`config.mk`:
```
export PLATFORM = sky130hd
export DESIGN_NAME = keypad_scan_decoder
export DESIGN_NICKNAME = d
export VERILOG_FILES = /design/src/rtl/keypad_pkg.sv /design/src/rtl/keypad_debounce_fsm.sv /design/src/rtl/keypad_scan_decoder.sv
export SDC_FILE = /design/constraint.sdc
export NUM_CORES = 1
export LEC_CHECK = 0
export CORE_MARGIN = 5
export CORE_UTILIZATION = 45
export DETAILED_ROUTE_END_ITERATION = 16
export PLACE_DENSITY_LB_ADDON = 0.3
export SYNTH_ARGS = -nofsm -noshare
export SYNTH_HDL_FRONTEND = slang
export SYNTH_HIERARCHICAL = 1
export SYNTH_SLANG_ARGS = --single-unit
```
`constraint.sdc`:
```
create_clock -name clk -period 10.98 [get_ports clk]
set_input_delay 2.196 -clock clk [delete_from_list [all_inputs] [get_ports clk]]
set_output_delay 2.196 -clock clk [all_outputs]
set_load 0.02 [all_outputs]
```
`src/rtl/keypad_pkg.sv`:
```
// =============================================================================
// Module      : keypad_pkg
// Description : Shared key codes, FSM state type and (row,col)->key mapping
//               for the 4x3 matrix keypad reader.
// Revision    : 1.0  initial release
// =============================================================================
`default_nettype none

package keypad_pkg;

    localparam logic [3:0] KEY_STAR = 4'd10;
    localparam logic [3:0] KEY_HASH = 4'd11;
    localparam logic [3:0] KEY_NONE = 4'd15;

    typedef enum logic [1:0] {
        IDLE     = 2'd0,
        DEBOUNCE = 2'd1,
        PRESSED  = 2'd2,
        RELEASE  = 2'd3
    } key_state_e;

    // Rows 0..2 are the digits 1..9 laid out left to right; the bottom row is *, 0, #.
    function automatic logic [3:0] key_of(input logic [1:0] r, input logic [1:0] c);
        logic [3:0] code;
        if (r == 2'd3) begin
            case (c)
                2'd0:    code = KEY_STAR;
                2'd1:    code = 4'd0;
                default: code = KEY_HASH;
            endcase
        end else begin
            code = ({2'b00, r} * 4'd3) + {2'b00, c} + 4'd1;
        end
        return code;
    endfunction

endpackage

`default_nettype wire

```
`src/rtl/keypad_debounce_fsm.sv`:
```
// =============================================================================
// Module      : keypad_debounce_fsm
// Description : Scan-rate press/release debouncer producing the key strobe.
//               Auto-repeat is built only when KEYPAD_AUTOREPEAT_EN is defined.
// Revision    : 1.0  initial release
// =============================================================================
`default_nettype none

module keypad_debounce_fsm
    import keypad_pkg::*;
#(
    parameter int unsigned DEBOUNCE_SCANS = 3
`ifdef KEYPAD_AUTOREPEAT_EN
    ,
    parameter int unsigned REPEAT_DELAY   = 20,
    parameter int unsigned REPEAT_RATE    = 5
`endif
) (
    input  logic       clk,
    input  logic       init,
    input  logic       scan_end_i,
    input  logic [3:0] cand_i,
    output logic [3:0] key_code_o,
    output logic       key_valid_o,
    output logic       key_held_o
);

    localparam int unsigned     CW       = $clog2(DEBOUNCE_SCANS + 1);
    localparam logic [CW-1:0]   CNT_DONE = CW'(DEBOUNCE_SCANS);

    key_state_e    state_q, state_d;
    logic [CW-1:0] cnt_q, cnt_d;
    logic [3:0]    cand_q, cand_d;
    logic [3:0]    key_code_q, key_code_d;
    logic          key_valid_q, key_valid_d;
    logic [CW-1:0] w_cnt_inc;
    logic          w_is_key;

`ifdef KEYPAD_AUTOREPEAT_EN
    localparam int unsigned   RMAX = (REPEAT_DELAY > REPEAT_RATE) ? REPEAT_DELAY : REPEAT_RATE;
    localparam int unsigned   RW   = $clog2(RMAX + 1);
    logic [RW-1:0] rep_q, rep_d;
    logic          rep_first_q, rep_first_d;
    logic [RW-1:0] w_rep_inc;
    assign w_rep_inc = rep_q + RW'(1);
`endif

    assign w_cnt_inc = cnt_q + CW'(1);
    assign w_is_key  = (cand_i != KEY_NONE);

    always_comb begin
        state_d     = state_q;
        cnt_d       = cnt_q;
        cand_d      = cand_q;
        key_code_d  = key_code_q;
        key_valid_d = 1'b0;
        if (scan_end_i) begin
            unique case (state_q)
                IDLE: begin
                    if (w_is_key) begin
                        cand_d = cand_i;
                        cnt_d  = CW'(1);
                        if (DEBOUNCE_SCANS == 1) begin
                            key_code_d  = cand_i;
                            key_valid_d = 1'b1;
                            state_d     = PRESSED;
                        end else begin
                            state_d = DEBOUNCE;
                        end
                    end
                end
                DEBOUNCE: begin
                    if (!w_is_key) begin
                        state_d = IDLE;
                    end else if (cand_i == cand_q) begin
                        cnt_d = w_cnt_inc;
                        if (w_cnt_inc == CNT_DONE) begin
                            key_code_d  = cand_q;
                            key_valid_d = 1'b1;
                            state_d     = PRESSED;
                        end
                    end else begin
                        cand_d = cand_i;
                        cnt_d  = CW'(1);
                    end
                end
                PRESSED: begin
                    // Any other key while held is ignored until a full release.
                    if (!w_is_key) begin
                        cnt_d   = CW'(1);
                        state_d = (DEBOUNCE_SCANS == 1) ? IDLE : RELEASE;
                    end
                end
                RELEASE: begin
                    if (w_is_key) begin
                        state_d = PRESSED;
                    end else begin
                        cnt_d = w_cnt_inc;
                        if (w_cnt_inc == CNT_DONE) begin
                            state_d = IDLE;
                        end
                    end
                end
                default: state_d = IDLE;
            endcase
        end

`ifdef KEYPAD_AUTOREPEAT_EN
        rep_d       = rep_q;
        rep_first_d = rep_first_q;
        if (scan_end_i) begin
            if (state_q == PRESSED && state_d == PRESSED) begin
                if (cand_i == key_code_q) begin
                    if (w_rep_inc == (rep_first_q ? RW'(REPEAT_RATE) : RW'(REPEAT_DELAY))) begin
                        key_valid_d = 1'b1;
                        rep_d       = '0;
                        rep_first_d = 1'b1;
                    end else begin
                        rep_d = w_rep_inc;
                    end
                end
            end else begin
                rep_d       = '0;
                rep_first_d = 1'b0;
            end
        end
`endif
    end

    always_ff @(posedge clk) begin
        if (init) begin
            state_q     <= IDLE;
            cnt_q       <= '0;
            cand_q      <= KEY_NONE;
            key_code_q  <= KEY_NONE;
            key_valid_q <= 1'b0;
`ifdef KEYPAD_AUTOREPEAT_EN
            rep_q       <= '0;
            rep_first_q <= 1'b0;
`endif
        end else begin
            state_q     <= state_d;
            cnt_q       <= cnt_d;
            cand_q      <= cand_d;
            key_code_q  <= key_code_d;
            key_valid_q <= key_valid_d;
`ifdef KEYPAD_AUTOREPEAT_EN
            rep_q       <= rep_d;
            rep_first_q <= rep_first_d;
`endif
        end
    end

    assign key_code_o  = key_code_q;
    assign key_valid_o = key_valid_q;
    assign key_held_o  = (state_q == PRESSED) || (state_q == RELEASE);

endmodule

`default_nettype wire

```
`src/rtl/keypad_scan_decoder.sv`:
```
// =============================================================================
// Module      : keypad_scan_decoder
// Description : 4x3 keypad row scanner with snapshot ghost check and debounce.
//               Optional auto-repeat: define KEYPAD_AUTOREPEAT_EN.
// Revision    : 1.0  initial release
// =============================================================================
`default_nettype none

module keypad_scan_decoder
    import keypad_pkg::*;
#(
    parameter int unsigned SCAN_DIV       = 1000000,
    parameter int unsigned DEBOUNCE_SCANS = 3
`ifdef KEYPAD_AUTOREPEAT_EN
    ,
    parameter int unsigned REPEAT_DELAY   = 20,
    parameter int unsigned REPEAT_RATE    = 5
`endif
) (
    input  logic       clk,
    input  logic       init,
    input  logic [2:0] col,
    output logic [3:0] row,
    output logic [3:0] key_code,
    output logic       key_valid,
    output logic       key_held
);

    localparam int unsigned   DW         = (SCAN_DIV > 1) ? $clog2(SCAN_DIV) : 1;
    localparam logic [DW-1:0] DWELL_LAST = DW'(SCAN_DIV - 1);

    logic [DW-1:0] dwell_q, dwell_d;
    logic [1:0]    ridx_q, ridx_d;
    logic [11:0]   snap_q, snap_d;
    logic          w_last;
    logic          w_scan_end;
    logic [3:0]    w_nbits;
    logic [3:0]    w_code;
    logic [3:0]    w_cand;

    assign w_last     = (dwell_q == DWELL_LAST);
    assign w_scan_end = w_last && (ridx_q == 2'd3);
    assign row        = 4'b0001 << ridx_q;

    // The snapshot register is the only flop on the column path; sampling on the
    // last dwell cycle gives the row drive the whole dwell to settle.
    always_comb begin
        dwell_d = w_last ? '0 : dwell_q + DW'(1);
        ridx_d  = w_last ? ridx_q + 2'd1 : ridx_q;
        snap_d  = snap_q;
        if (w_last) begin
            snap_d[3*ridx_q +: 3] = col;
        end
    end

    // Evaluated on the next-snapshot so the bottom row sampled this cycle counts.
    always_comb begin
        w_nbits = '0;
        w_code  = KEY_NONE;
        for (int r = 0; r < 4; r++) begin
            for (int c = 0; c < 3; c++) begin
                if (snap_d[r*3 + c]) begin
                    w_nbits = w_nbits + 4'd1;
                    w_code  = key_of(2'(r), 2'(c));
                end
            end
        end
        w_cand = (w_nbits == 4'd1) ? w_code : KEY_NONE;
    end

    always_ff @(posedge clk) begin
        if (init) begin
            dwell_q <= '0;
            ridx_q  <= 2'd0;
            snap_q  <= '0;
        end else begin
            dwell_q <= dwell_d;
            ridx_q  <= ridx_d;
            snap_q  <= snap_d;
        end
    end

    keypad_debounce_fsm #(
        .DEBOUNCE_SCANS (DEBOUNCE_SCANS)
`ifdef KEYPAD_AUTOREPEAT_EN
        ,
        .REPEAT_DELAY   (REPEAT_DELAY),
        .REPEAT_RATE    (REPEAT_RATE)
`endif
    ) u_fsm (
        .clk         (clk),
        .init        (init),
        .scan_end_i  (w_scan_end),
        .cand_i      (w_cand),
        .key_code_o  (key_code),
        .key_valid_o (key_valid),
        .key_held_o  (key_held)
    );

endmodule

`default_nettype wire

```
=== Word level (Yosys, flattened, before mapping) ===
Cells that the tools add are included.

* Flip-flop bits (word level): 47
* Input port bits: 5
* Word-level logic and storage cells: 103

* Add/sub/neg operators: 15
* Multiply operators: 1
* Equality and inequality tests: 17
* Shift operators: 3
* Muxes and demuxes: 45
* Bitwise operators: 4
* Reductions and logical operators: 10

{| class="wikitable"
|+ Operators by type and width
! operator !! number
|-
| 2-to-1 mux 4 bit || 27
|-
| adder 4 x 1 -> 4 bit, second input constant || 11
|-
| negation 4 -> 34 bit || 1
|-
| variable shift 3 x 34 -> 12 bit, first input constant || 1
|-
| variable part select 3 x 34 -> 12 bit || 1
|-
| 2-to-1 mux 2 bit || 11
|-
| adder 20 x 1 -> 20 bit, second input constant || 1
|-
| equality test 20 bit, second input constant || 1
|-
| case mux 2 bit (4 select lines) || 2
|-
| AND reduction 5 bit || 3
|-
| bitwise mux 12 bit || 1
|-
| 2-to-1 mux 12 bit || 1
|-
| equality test 2 bit, second input constant || 4
|-
| case mux 4 bit (2 select lines) || 1
|-
| != test 2 bit, second input constant || 3
|-
| != test 3 bit, second input constant || 2
|-
| AND reduction 6 bit || 1
|-
| OR reduction 5 bit || 1
|-
| adder 2 x 1 -> 2 bit, second input constant || 2
|-
| equality test 4 x 1 -> 1 bit, second input constant || 1
|-
| equality test 4 bit || 1
|-
| multiplier 2 x 2 -> 4 bit, first input constant || 1
|-
| != test 2 x 1 -> 1 bit, second input constant || 2
|-
| != test 4 bit, second input constant || 1
|-
| 10 further kinds || 14
|}

=== Depth between registers and ports, before layout ===
Gate-level depths: netlist of the first run.

* Word-level depth: 34
* Mapped depth: 49
* Depth with buffers taken out: 47

=== Modules after synthesis ===
Netlist of the first run, hierarchy kept.

{| class="wikitable"
|+ By module, submodules not included
! module !! times used !! cells an instance !! area each (sq um) !! sequential area each (sq um)
|-
| keypad_scan_decoder || 1 || 371 || 3074.2 || 680.7
|-
| keypad_debounce_fsm || 1 || 82 || 747.0 || 260.2
|}

=== Least setup slack after synthesis of the first run ===
Ideal clock, no wire load.

* Path kind: input -> register
* From: input col[1]
* To: register u_fsm.key_code_q[0], in the netlist u_fsm/key_code_o[0]
* Library setup time: 0.120 ns
* Data arrival time: 10.061 ns
* Setup slack: 0.799 ns
* Stages on the path: 44
* Cell sequence: nor3b_1 > mux2i_1 > ha_1 > and3_1 > o211a_1 > nor2_2 > inv_1 > ha_1 > inv_1 > o21ai_0 > o21a_1 > ha_1 > nand2b_1 > nand2_1 > ha_1 > nor2b_1 > a21o_1 > ha_1 > [... 8 more ...] > nand2_1 > ha_1 > nor2_1 > a31oi_1 > ha_1 > nand2_1 > nand2_1 > ha_1 > nor2b_1 > a221oi_2 > o21bai_1 > nor3_1 > mux2i_1 > xnor2_2 > nand4_4 > or4_4 > buf_6 > mux2i_1

* Word-level cells in the longest chain between the ends: 30

{| class="wikitable"
|+ Ends and longest elaborated chain
! what !! line !! text
|-
| start: declaration || keypad_scan_decoder.sv:22 || <nowiki>input logic [2:0] col,</nowiki>
|-
| variable part select 3 x 34 -> 12 bit * || keypad_scan_decoder.sv:52 || <nowiki>snap_d[3*ridx_q +: 3] = col;</nowiki>
|-
| bitwise mux 12 bit * || keypad_scan_decoder.sv:52 ||
|-
| 2-to-1 mux 12 bit * || keypad_scan_decoder.sv:51 || <nowiki>if (w_last) begin</nowiki>
|-
| 2-to-1 mux 1 bit || keypad_scan_decoder.sv:62 || <nowiki>if (snap_d[r*3 + c]) begin</nowiki>
|-
| adder 4 x 1 -> 4 bit || keypad_scan_decoder.sv:63 || <nowiki>w_nbits = w_nbits + 4'd1;</nowiki>
|-
| 2-to-1 mux 4 bit || keypad_scan_decoder.sv:62 ||
|-
| adder 4 x 1 -> 4 bit || keypad_scan_decoder.sv:63 ||
|-
| 2-to-1 mux 4 bit || keypad_scan_decoder.sv:62 ||
|-
| [... 15 more ...] || - ||
|-
| 2-to-1 mux 4 bit || keypad_scan_decoder.sv:62 ||
|-
| adder 4 x 1 -> 4 bit || keypad_scan_decoder.sv:63 ||
|-
| 2-to-1 mux 4 bit || keypad_scan_decoder.sv:62 ||
|-
| equality test 4 x 1 -> 1 bit || keypad_scan_decoder.sv:68 || <nowiki>w_cand = (w_nbits == 4'd1) ? w_code : KEY_NONE;</nowiki>
|-
| 2-to-1 mux 4 bit * || keypad_scan_decoder.sv:68 ||
|-
| named net w_cand[1] || keypad_scan_decoder.sv:39 || <nowiki>logic [3:0] w_cand;</nowiki>
|-
| equality test 4 bit or != test 4 bit (tied branches) || keypad_debounce_fsm.sv:75, keypad_debounce_fsm.sv:49 ||
|-
| AND reduction 5 bit (no source line) * || - ||
|-
| end signal: assignment || keypad_debounce_fsm.sv:145 || <nowiki>key_code_q <= key_code_d;</nowiki>
|-
| end: declaration || keypad_debounce_fsm.sv:34 || <nowiki>logic [3:0] key_code_q, key_code_d;</nowiki>
|}

The timed path passes the listed nets; every way through them passes the cells marked *.
A chain may end at the register's enable or synchronous reset.

=== Worst setup path in the final report of the first run ===
* From: input col[0]
* To: register u_fsm.cnt_q[1]

* Word-level cells in the longest chain between the ends: 32

{| class="wikitable"
|+ Ends and longest elaborated chain
! what !! line !! text
|-
| variable part select 3 x 34 -> 12 bit * || keypad_scan_decoder.sv:52 ||
|-
| bitwise mux 12 bit * || keypad_scan_decoder.sv:52 ||
|-
| 2-to-1 mux 12 bit * || keypad_scan_decoder.sv:51 ||
|-
| 2-to-1 mux 1 bit || keypad_scan_decoder.sv:62 ||
|-
| adder 4 x 1 -> 4 bit || keypad_scan_decoder.sv:63 ||
|-
| 2-to-1 mux 4 bit || keypad_scan_decoder.sv:62 ||
|-
| adder 4 x 1 -> 4 bit || keypad_scan_decoder.sv:63 ||
|-
| 2-to-1 mux 4 bit || keypad_scan_decoder.sv:62 ||
|-
| [... 17 more ...] || - ||
|-
| 2-to-1 mux 4 bit || keypad_scan_decoder.sv:62 ||
|-
| equality test 4 x 1 -> 1 bit || keypad_scan_decoder.sv:68 ||
|-
| 2-to-1 mux 4 bit * || keypad_scan_decoder.sv:68 ||
|-
| named net w_cand[3] || keypad_scan_decoder.sv:39 ||
|-
| equality test 4 bit || keypad_debounce_fsm.sv:75 || <nowiki>end else if (cand_i == cand_q) begin</nowiki>
|-
| 2-to-1 mux 2 bit || keypad_debounce_fsm.sv:75 ||
|-
| 2-to-1 mux 2 bit || keypad_debounce_fsm.sv:73 || <nowiki>if (!w_is_key) begin</nowiki>
|-
| case mux 2 bit (4 select lines) || keypad_debounce_fsm.sv:58 || <nowiki>unique case (state_q)</nowiki>
|-
| end signal: assignment || keypad_debounce_fsm.sv:143 || <nowiki>cnt_q <= cnt_d;</nowiki>
|-
| end: declaration || keypad_debounce_fsm.sv:32 || <nowiki>logic [CW-1:0] cnt_q, cnt_d;</nowiki>
|}

The timed path passes the listed nets; every way through them passes the cells marked *. The select of a mux whose other input is x is not followed.

==> results.json, run 1 <==
{
  "mappedNetlistNets": 480,
  "worst_setup_path_end_kind": "register",
  "worstPathArrival_ns": 10.69,
  "reg2reg_slack_ns": 1.23,
  "first_global_vias": 2998,
  "synth.cell_area_um2": 3821,
  "drc_errors": 0,
  "hold_ws_ns": 0.4679,
  "worstPathRequired_ns": 11.20,
  "maximum_number_of_pins_on_one_net_before_global_route_repair": 34,
  "worst-path-buf-inv": 5,
  "timing.max_slew.rel_slack_pct": 54.39,
  "placer_congestion": 0.8719,
  "cp_top_family": "simple AND/OR/NAND/NOR gates",
  "power_leakage_nw": 1.783,
  "pre_cts_ws_ns": -0.007566,
  "power.density_cell_area_nw_per_um2": 69.03,
  "wl_per_cell_um": 14.20,
  "min_path_cells": 1,
  "initial_utilization_pct": 46.27,
  "drt_wl_total_um": 8192,
  "fp.dieW_um": 102.2,
  "nNetsFinal": 498,
  "layout.filler_cells": 798,
  "number_of_antenna_violations_at_the_first_check_in_global_routing": 0,
  "async_reset_ff_share_pct": 0,
  "synthFlopType": "sky130_fd_sc_hd__dfxtp_1",
  "floorplan.die_area_um2": 10430,
  "critical-path-max-stage-delay_ns": 0.48,
  "die_height_um": 102.2,
  "max_freq_ghz": 0.09549,
  "post_synthesis_cells": 453,
  "antenna_cells_inserted": 0,
  "clkSinkCount": 47,
  "drtPass1Iterations": 4,
  "drv.max_cap_violation_count": 0,
  "floorplan.rows": 33,
  "rr_startpoint": "dwell_q[12]",
  "worst_skew_pair.late_latency_ns": 0.30,
  "yosysUniqueCellTypes": 77,
  "synth_seq_area_share_pct": 24.62,
  "ys.warnings.count": 6,
  "global_route.overflow_total": 0,
  "global_route_wire_length_before_repair_um": 13690,
  "startpoint_type": "primary input",
  "min_delay_worst_endpoint": "dwell_q[0]",
  "num_vias": 3186,
  "drt-initial-drc-count": 145,
  "postLayoutCellArea_um2": 4260,
  "layout-drive-gt1-share_pct": 14.62,
  "finalHoldViolations": 0,
  "inserted_clock_buffers": 5,
  "fin_skew_ns": 0.01877,
  "crit_slowest_cell": "sky130_fd_sc_hd__clkdlybuf4s50_1",
  "placed_area_um2": 4071,
  "crit_top_cell": "sky130_fd_sc_hd__ha_1",
  "io_buffer_count": 14,
  "status": "complete, no violations",
  "critPathKind": "in2reg",
  "synth-seq-cells": 47,
  "fin_crit_ns": 10.47,
  "multiInputGateArea_um2": 2775,
  "routed_via_density": 5.522,
  "final-max-slew-violation-count": 0,
  "grt_usage_pct": 16.00,
  "min_from": "dwell_q[0]",
  "irDropWorstVdd_uv": 53.88,
  "length_in_cells_of_the_worst_reg_to_reg_path": 48,
  "cts-htree-levels": 2,
  "avg_inst_size_synth_um2": 8.435,
  "synth-edff-count": 0,
  "clock_tree.buffer_depth": 2,
  "finalSetupViolations": 0,
  "worstPathMaxFanout": 8,
  "tritoncts": "done",
  "worst_setup_hold_path_clk_slew_ns": 0.09,
  "top_level_ports": 15,
  "dp.final_hpwl_um": 6273,
  "timing.final.crit_share_pct": 95.38,
  "clock_root_buffer": "sky130_fd_sc_hd__clkbuf_8",
  "worst_slack_ns": 0.5075,
  "syn_to_final_growth_pct": 11.49,
  "sequential_cell_area_um2": 940.9,
  "core-area_um2": 8258,
  "worstHoldPathType": "reg2reg",
  "ant_nets": 0,
  "worstMarginPinSlew_ns": 0.6841,
  "critical_path.reg2reg.endpoint": "u_fsm/cnt_q[1]"
}
## worst max-delay path by stage
stage | end | depth (start not counted) | start
floorplan | u_fsm/key_code_o[0] | 44 | col[1]
global placement | u_fsm/key_code_o[0] | 44 | col[1]
detailed placement | u_fsm/key_code_o[1] | 44 | col[0]
CTS | u_fsm/key_code_o[1] | 44 | col[0]
global route | u_fsm/key_code_o[1] | 44 | col[0]
finish | u_fsm/cnt_q[1] | 45 | col[0]
## Yosys cell counts (all sizes together), types with 2 or more instances
library cell	n	share of area [%]
dfxtp	47	25
clkbuf	9	0.88
o21bai	2	0.39
or2	2	0.33
a21boi	4	0.88
buf	7	1.4
xnor2	28	7.6
o211ai	10	2.0
o31ai	2	0.39
and2	12	2.0
nor3	11	1.6
xnor3	6	3.6
xor2	19	4.4
a31oi	5	0.82
and3b	2	0.46
nor2b	3	0.49
nand4	11	2.2
a22oi	3	0.59
and3	6	1.0
nor4	5	1.1
nor2	61	6.1
o21ai	11	1.4
a21oi	14	1.9
or4	3	0.69
nand2b	10	1.6
nand3	20	2.8
and4	5	1.3
mux2i	19	5.5
a21o	3	0.62
o21a	2	0.39
inv	21	2.1
nor4b	3	1.0
ha	22	7.2
nand2	36	3.5
nor3b	8	1.6
o31a	2	0.46
mux2	2	0.59
## placed cells by master (no fill, tap or decap), types with 13 or more instances in the layout
master	instances
sky130_fd_sc_hd__nand3_1	19
sky130_fd_sc_hd__clkdlybuf4s50_1	14
sky130_fd_sc_hd__inv_1	21
sky130_fd_sc_hd__dfxtp_1	47
sky130_fd_sc_hd__nor2_1	60
sky130_fd_sc_hd__xor2_1	19
sky130_fd_sc_hd__ha_1	22
sky130_fd_sc_hd__buf_4	13
sky130_fd_sc_hd__nand2_1	36
sky130_fd_sc_hd__xnor2_1	22
## repair_timing
| item | 4_1_cts | 5_1_grt |
|---|---|---|
| gates resized for setup | 0 | 14 |
| hold endpoints to repair | 0 | 0 |
| hold buffers | 0 | 0 |
| setup endpoints to repair | 0 | 12 |
| setup buffers | 0 | 4 |
## layer usage
metal,part of all wire (%),global-route usage (%),wire length [um],up-vias
met5,0,0,0,-
met4,0.78,4.137,64,0
met3,2.1,2.116,168,6
met2,49,26.94,3984,36
met1,49,21.64,3974,1504
li1,-,-,-,1640
## state kept, by name, indices dropped and copies added (netlist names), named ones only
register,count
dwell_q,20
snap_q,12
u_fsm/cand_q,4
u_fsm/key_code_o,4
ridx_q,2
u_fsm/cnt_q,2
u_fsm/key_valid_o,1
u_fsm/state_q,1
## power breakdown
| group | total, W | switching, W | internal (W) |
|---|---|---|---|
| registers | 0.000172 | 0.000000787 | 0.000171 |
| logic | 0.0000104 | 0.00000609 | 0.00000429 |
| clock network | 0.000112 | 0.0000601 | 0.0000516 |
## kinds of logic (layout without fill, tap and decap cells)
kind of cell,after synthesis,after routing,synth area share [%]
buf+inv,37,56,4.388
xor+xnor,53,53,15.59
compound gates,69,69,12.84
mux,21,21,6.090
fa+ha+maj,22,22,7.204
simple gates,204,204,29.27
flops,47,47,24.62
## metrics by stage
stage          TNS [ns]  total power (W)  utilization (%)  instances
5_1_grt        -0.07083        0.0003066            51.59        577
3_5_place_dp   -0.01166        0.0001864            49.30        565
3_3_place_gp          0        0.0001861            49.30        565
2_1_floorplan         0        0.0001814                -        453
4_1_cts               0        0.0002990            50.47        573
6_report              0        0.0002941            51.59        577
## cell type report
| class | count | share of cell area [%] |
|---|---|---|
| clock buffers | 6 | 1.938 |
| flip-flops and latches | 47 | 22.09 |
| well taps | 105 | 3.084 |
| repair buffers | 27 | 5.580 |
| inverters | 21 | 1.850 |
| multi-input cells | 369 | 65.14 |
| clock inverters | 2 | 0.3231 |
No activity file was read; power rests on OpenSTA's default activity.
==> inputs of run 2 (changes only) <==
- PLACE_DENSITY: not set -> 0.73
- PLACE_DENSITY_LB_ADDON: 0.3 -> not set
==> results.json, run 2 (synthesized netlist as in run 1, its figures left out) <==
{
  "drt-initial-drc-count": 92,
  "max_ffs_per_register": 20,
  "most_common_library_cell_in_the_layout_ignoring_fill_and_taps": "sky130_fd_sc_hd__nor2_1",
  "finalNonFillerCells": 584,
  "worst_setup_hold_path_clk_slew_ns": 0.09,
  "crit_slowest_cell": "sky130_fd_sc_hd__clkdlybuf4s50_1",
  "die_height_um": 102.2,
  "placer_congestion": 0.8497,
  "max_freq_ghz": 0.09541,
  "drtPass1Iterations": 4,
  "timing.max_slew.rel_slack_pct": 56.34,
  "fp.dieW_um": 102.2,
  "nNetsFinal": 505,
  "worstPathRequired_ns": 11.21,
  "fin_skew_ns": 0.005559,
  "worst_skew_pair.late_latency_ns": 0.30,
  "first_global_vias": 3104,
  "tritoncts": "done",
  "startpoint_type": "primary input",
  "worst_setup_path_end_kind": "register",
  "ant_nets": 0,
  "cp_top_family": "simple AND/OR/NAND/NOR gates",
  "critPathKind": "in2reg",
  "top_level_ports": 15,
  "drt_wl_total_um": 8419,
  "global_route_wire_length_before_repair_um": 14010,
  "irDropWorstVdd_uv": 51.00,
  "timing.final.crit_share_pct": 95.45,
  "route.met3.wl_um": 311,
  "dp.final_hpwl_um": 6252,
  "floorplan.die_area_um2": 10430,
  "finalSetupViolations": 0,
  "route.met2.wl_um": 4124,
  "worstMarginPinSlew_ns": 0.6549,
  "maximum_number_of_pins_on_one_net_before_global_route_repair": 34,
  "reg_top3": "dwell_q (20), snap_q (12)",
  "finalHoldViolations": 0,
  "min_path_cells": 1,
  "place_inst": 564,
  "clock_root_buffer": "sky130_fd_sc_hd__clkbuf_8",
  "top_signal_layer_used": "met4",
  "reg2reg_slack_ns": 1.23,
  "wl_per_cell_um": 14.42,
  "layout-drive-gt1-share_pct": 16.08,
  "largest_register": "dwell_q",
  "fin_crit_ns": 10.48,
  "number_of_antenna_violations_at_the_first_check_in_global_routing": 0,
  "inserted_clock_buffers": 5,
  "rr_startpoint": "dwell_q[12]",
  "io_buffer_count": 14,
  "antenna_cells_inserted": 0,
  "worstPathArrival_ns": 10.71,
  "drc_errors": 0,
  "grt_usage_pct": 16.44,
  "clkSinkCount": 47,
  "worst-path-buf-inv": 5,
  "core-area_um2": 8258,
  "global_route.overflow_total": 0,
  "routed_via_density": 5.538,
  "drv.max_cap_violation_count": 0,
  "worstHoldPathType": "reg2reg",
  "initial_utilization_pct": 46.27,
  "syn_to_final_growth_pct": 13.72,
  "critical-path-max-stage-delay_ns": 0.48,
  "postLayoutCellArea_um2": 4345,
  "status": "complete, no violations",
  "power.density_cell_area_nw_per_um2": 66.83,
  "worstPathMaxFanout": 8,
  "length_in_cells_of_the_worst_reg_to_reg_path": 47,
  "hold_ws_ns": 0.4694,
  "num_vias": 3234,
  "clock_tree.buffer_depth": 2,
  "critical_path.reg2reg.endpoint": "u_fsm/cnt_q[1]",
  "floorplan.rows": 33,
  "layout.cells.most_common_list": "59 x sky130_fd_sc_hd__nor2_1, 47 x sky130_fd_sc_hd__dfxtp_1, 36 x sky130_fd_sc_hd__nand2_1",
  "placed_area_um2": 4064,
  "power_leakage_nw": 1.797,
  "cts_hold_buf": 0,
  "met1Wirelength_um": 3841,
  "cts-htree-levels": 2,
  "crit_top_cell": "sky130_fd_sc_hd__ha_1",
  "final-max-slew-violation-count": 0,
  "min_from": "dwell_q[0]",
  "min_delay_worst_endpoint": "dwell_q[0]"
}
## run 2: changes by cell type in the layout (fill, tap and decap cells not counted), sizes merged
cell / delta
buf: +7
clkinv: -1
clkinvlp: +1
## run 2: metrics by stage
stage | worst slack, ns | TNS, ns | utilization [%] | power [W]
2_1_floorplan | 0.7994 | 0 | - | 0.0001814
3_3_place_gp | 0.2503 | 0 | 49.21 | 0.0001858
3_5_place_dp | -0.09044 | -0.3406 | 49.21 | 0.0001861
4_1_cts | 0.2109 | 0 | 50.29 | 0.0002933
5_1_grt | -0.04686 | -0.05607 | 52.62 | 0.0003035
6_report | 0.4991 | 0 | 52.62 | 0.0002904
## run 2: timing repair
item / CTS / global route
gates resized for setup: 0 / 19
buffers inserted: 0 / 12
setup endpoints to repair: 0 / 13
## run 2: how the worst max path moves through the flow
stage,from,end,slack [ns],cells after the start
2_1_floorplan,col[1],u_fsm/key_code_o[0],0.80,44
3_3_place_gp,col[0],u_fsm/key_code_o[0],0.25,44
3_5_place_dp,col[0],u_fsm/key_code_o[0],-0.09,44
4_1_cts,col[0],u_fsm/key_code_o[3],0.21,44
5_1_grt,col[1],u_fsm/cnt_q[0],-0.05,46
6_report,col[1],u_fsm/cnt_q[1],0.50,45
## run 2: worst reg2reg max path: cells and delay by family (launching register included)
family          cells  cell delay, ns
buf+inv             4            0.42
simple gates       20            4.14
compound gates     10            1.44
mux                 3            0.64
fa+ha+maj          10            2.64
flops               1            0.40
## run 2: power breakdown
group	switching (W)	internal, W	leakage, nW
combinational	0.00000612	0.00000428	1.38
sequential	0.000000880	0.000171	0.379
clock	0.0000620	0.0000459	0.0418
## run 2: layout make-up
cell class	count	area (um^2)
fillers	773	3913
multi-input cells	369	2815
flip-flops and latches	47	940.9
repair buffers	34	290.3
well taps	105	131.4
inverters	21	78.83
clock buffers	6	72.57
clock inverters	2	16.27
## run 2: per-layer routing
layer  GRT usage [%]  up-vias
li1                -     1643
met1           21.47     1530
met2           28.49       51
met3           1.911       10
met4           4.844        0
met5               0        -
